<file path="config.mk">
export PLATFORM = sky130hd
export DESIGN_NAME = fetch_unit
export DESIGN_NICKNAME = d
export VERILOG_FILES = /design/src/rtl/fetch_unit.sv
export SDC_FILE = /design/constraint.sdc
export NUM_CORES = 1
export LEC_CHECK = 0
export CAP_MARGIN = 20
export CORE_MARGIN = 2
export CORE_UTILIZATION = 47
export DETAILED_ROUTE_END_ITERATION = 16
export GPL_ROUTABILITY_DRIVEN = 0
export PLACE_DENSITY_LB_ADDON = 0.25
export SYNTH_ARGS = -nofsm -noshare
export SYNTH_HDL_FRONTEND = slang
export SYNTH_SLANG_ARGS = --single-unit
</file>
<file path="constraint.sdc">
create_clock -name clk -period 5.7 [get_ports clk]
set_clock_uncertainty 0.05 [all_clocks]
set_input_delay 0.57 -clock clk [delete_from_list [all_inputs] [get_ports clk]]
set_output_delay 0.57 -clock clk [all_outputs]
set_load 0.01 [all_outputs]
</file>
<file path="src/rtl/fetch_unit.sv">
// Instruction fetch unit: requests one 16-bit instruction at a time, holds it for
// decode, then steps, branches or halts. FETCH_ALIGN_CHECK_EN turns odd targets into a halt fault.
module fetch_unit (
  input  logic        clk,
  input  logic        rst_n,
  output logic        imem_req,
  output logic [15:0] imem_addr,
  input  logic        imem_rdy,
  input  logic [15:0] imem_data,
  output logic [15:0] instr,
  output logic        instr_valid,
  input  logic        stall,
  output logic [15:0] pc,
  output logic [15:0] pc_plus2,
  input  logic        branch_taken,
  input  logic        is_b_instr,
  input  logic        is_br_instr,
  input  logic        hlt,
  input  logic [15:0] br_reg_data,
  output logic        halted,
  output logic        misalign,
  output logic [1:0]  fsm_state
);

  typedef enum logic [1:0] {
    S_FETCH = 2'd0,
    S_HOLD  = 2'd1,
    S_HALT  = 2'd2
  } state_t;

  state_t      state_q, state_d;
  logic [15:0] pc_q, pc_d;
  logic [15:0] instr_q, instr_d;
  logic [15:0] b_offset;
  logic [15:0] target;

  // Handshakes: memory transfers when imem_req & imem_rdy in the same cycle;
  // decode takes the held instruction when instr_valid & ~stall in the same cycle.
  assign imem_req    = (state_q == S_FETCH) & rst_n;
  assign imem_addr   = pc_q;
  assign instr       = instr_q;
  assign instr_valid = (state_q == S_HOLD);
  assign pc          = pc_q;
  assign pc_plus2    = pc_q + 16'd2;
  assign halted      = (state_q == S_HALT);
  assign fsm_state   = state_q;

  // B offset: signed 9-bit halfword displacement relative to pc + 2.
  assign b_offset = {{6{instr_q[8]}}, instr_q[8:0], 1'b0};

  always_comb begin
    target = pc_plus2;
    if (branch_taken && is_b_instr)
      target = pc_plus2 + b_offset;
    else if (branch_taken && is_br_instr)
      target = br_reg_data;
  end

`ifdef FETCH_ALIGN_CHECK_EN
  logic misalign_q, misalign_d;
  assign misalign = misalign_q;
`else
  assign misalign = 1'b0;
`endif

  always_comb begin
    state_d = state_q;
    pc_d    = pc_q;
    instr_d = instr_q;
`ifdef FETCH_ALIGN_CHECK_EN
    misalign_d = misalign_q;
`endif
    case (state_q)
      S_FETCH: begin
        if (imem_rdy) begin
          instr_d = imem_data;
          state_d = S_HOLD;
        end
      end
      S_HOLD: begin
        if (!stall) begin
          if (hlt) begin
            state_d = S_HALT;
          end else begin
`ifdef FETCH_ALIGN_CHECK_EN
            pc_d = target;
            if (target[0]) begin
              misalign_d = 1'b1;
              state_d    = S_HALT;
            end else begin
              state_d = S_FETCH;
            end
`else
            pc_d    = target & 16'hFFFE;
            state_d = S_FETCH;
`endif
          end
        end
      end
      S_HALT:  state_d = S_HALT;
      default: state_d = S_FETCH;
    endcase
  end

  always_ff @(posedge clk or negedge rst_n) begin
    if (!rst_n) begin
      state_q <= S_FETCH;
      pc_q    <= 16'h0000;
      instr_q <= 16'h0000;
    end else begin
      state_q <= state_d;
      pc_q    <= pc_d;
      instr_q <= instr_d;
    end
  end

`ifdef FETCH_ALIGN_CHECK_EN
  always_ff @(posedge clk or negedge rst_n) begin
    if (!rst_n) misalign_q <= 1'b0;
    else        misalign_q <= misalign_d;
  end
`endif

endmodule

</file>
==> key figures <==
Die
  – I/O pin count: 110
  – Die height: 79.2 um
  – Initial core utilization: 48.5%
  – Row Count: 27
  – Core area: 5470 um^2
  – Die area: 6270 um^2
  – Die width: 79.2 um

Timing
  – Slew Limit Fails: 0
  – Setup TNS: 0 ns
  – Unrepaired setup endpoints after global routing: false
  – Final WS setup: 2.44 ns
  – Max-slew headroom: 42.8%
  – Fmax: 0.307 GHz
  – Worst-margin pin slew: 0.857 ns
  – Period minus WS final: 3.26 ns
  – Part of the cycle the worst path needs: 57.2%
  – Final setup violation count: 0
  – Final hold violation count: 0

Synthesis
  – Async S/R FF share, synth: 100%
  – Synth warn: 0
  – Cell area after synthesis: 2660 um^2
  – Post-synth EDFFs: 0
  – Synth top area share: 31.1%
  – Top_reg_cell synth: dfrtp_1
  – Seq/Total Area, Yosys: 31.1%
  – Biggest area consumer among synthesized cells: dfrtp_1
  – Syn Area/Cell: 8.85 um^2
  – Unique masters post-synth: 51
  – Top cells by area, synth: dfrtp_1 (31%), ha_1 (8.5%), mux2_2 (6.8%)
  – Number of synthesized register bits: 33
  – Mapped Cells: 300

Layout
  – Final #Nets: 446
  – Most frequent cells in the layout: clkdlybuf4s50_1 (104), dfrtp_1 (33), nor2_1 (31)
  – Antenna diodes: 0
  – Share of layout cells above drive strength 1: 9.28%
  – Fillcell total: 487
  – Area Overhead vs Synth: 41.3%
  – Most common cell after layout, fill and taps aside: clkdlybuf4s50_1

Critical path
  – Cell breakdown of the critical path: nand4_2 > nor2_1 > nand2_1 > xnor2_1 > ha_1 > a21o_1 > o21ai_0 > a31oi_1 > o21ai_1 > o211ai_1 > xor2_1 > a221o_1
  – Setup crit start kind: flop
  – Slowest CP cell: dfrtp_1
  – Crit. End Element: flop
  – Worst Path Arrival: 3.39 ns
  – WP data required: 5.83 ns
  – Crit path largest cell delay: 0.51 ns
  – Setup Crit Path Kind: reg2reg
  – CP max FO: 9

Power
  – VDD IR-drop max: 349 uV
  – Standby leakage power: 1.59 nW
  – P per Cell Area: 637 nW/um^2

Detailed routing
  – Final ANT Viol Nets: 0
  – Via-per-instance ratio: 5.45
  – Number of remaining DRC errors: 0
  – Vias: 2506
  – WL final: 7500 um
  – WL/cell: 16.3 um
  – Initial DRT Pass Iterations: 4
  – DRC violation total after the first TritonRoute iteration: 142

Place
  – Post-DP HPWL: 5590 um
  – Place WS: 2.50 ns
  – Port Buffer Count: 104

Outcome
  – Status: finished, final reports clean

Hold path
  – Tightest Hold Check Type: reg2reg

Clock tree
  – Clk sinks: 33
  – Clk_lat worst skew: 0.30 ns
  – CTS Hold Bufs: 0
  – H-tree depth: 2
  – Buffer count from post-CTS setup fixing: 0
  – CTS tree: yes
  – Reg clk slew, reported paths: 0.08 ns
  – Resized cells post-CTS: 0
  – Clock Tree Buf Depth: 2
  – Clock root buffer: clkbuf_8
  – CTS buffer count: 5

Global routing
  – Pin count of the biggest net entering global routing: 35
  – Total grt overflow: 0
  – Tot GR Track Use: 24.7%
  – Wire length of the first global-routing pass: 12000 um
  – Vias in the first global route: 2502
  – Initial antenna violation count: 0

Job
  – Total of max-cap violations: 0
==> path summary, 6_finish.rpt <==
path,slack (ns),depth (start not counted),startpoint,to
worst max-delay path,2.44,12,imem_addr[3],imem_addr[13]
worst min-delay path,0.46,1,instr[11],instr[11]
worst max register to register,2.44,12,imem_addr[3],imem_addr[13]
worst min register to register,0.46,1,instr[11],instr[11]
max in group asynchronous,4.64,2,rst_n,imem_addr[8]
min in group asynchronous,0.63,2,rst_n,instr[14]
==> where the power goes <==
part	internal (mW)	switching [mW]	leakage (nW)	total, mW
logic	0.872	0.782	1.14	1.65
registers	0.348	0.158	0.393	0.505
clock network	0.131	0.100	0.0543	0.231
==> critical path: cells and delay by family, from the launching register on <==
kind	cells	cell delay, ns
XOR/XNOR	2	0.42
flip-flops	1	0.51
AND/OR/NAND/NOR	3	0.56
AO/OA/AOI/OAI	6	1.23
adder cells (fa/ha/maj)	1	0.36
==> area by class of cell <==
type	instances	area, um^2	share of cell area, %
repair buffers	107	1060	28.3
clock buffers	5	68.8	1.83
flip-flops and latches	33	826	22.0
well taps	72	90.1	2.40
clock inverters	3	46.3	1.23
inverters	10	37.5	1.00
multi-input cells	230	1620	43.2
==> per-stage QoR <==
step | cells | utilization (%) | area [um^2] | hold WS [ns] | power (mW)
after CTS | 460 | 68.6 | 3750 | 0.464 | 2.40
after detailed placement | 452 | 66.5 | 3640 | 0.445 | 2.15
after floorplan | 303 | - | 2670 | 0.224 | 1.53
final | 460 | 68.6 | 3750 | 0.461 | 2.39
after global routing | 460 | 68.6 | 3750 | 0.484 | 2.58
after global placement | 452 | 66.5 | 3640 | 0.439 | 2.11
==> flip-flops by register name, indices dropped and copies added (netlist names) <==
| name | flops |
|---|---|
| fsm_state | 2 |
| instr | 16 |
| imem_addr | 15 |
==> Yosys cell counts, types with 8 or more instances <==
library cell  count
clkbuf_1          9
xor2_1            8
xnor2_1          12
nand3_1          12
nor2_1           31
ha_1             18
nor3_1            8
o21ai_0          19
dfrtp_1          33
inv_1            10
buf_4            20
a21oi_1          15
nand2_1          21
mux2_2           16
==> cell families (layout without fill, tap and decap cells) <==
family	after synthesis	in the layout	synth area share [%]
other	1	4	0.141
xor gates and xnor gates	22	22	7.82
AOI/OAI and AO/OA	72	72	17.8
buffers and inverters	40	125	8.48
muxes	20	20	8.29
DFF	33	33	31.1
adders and majority gates	19	19	9.23
and+or+nand+nor	93	93	17.1
==> layer usage <==
layer / vias up / GRT usage (%) / share of wire, %
met5: - / 0 / 0
met4: 0 / 9.48 / 1.9
met3: 13 / 4.89 / 6.8
met2: 93 / 43.5 / 51
met1: 1179 / 29.7 / 41
li1: 1221 / - / -
(Power assumes the default switching activity.)
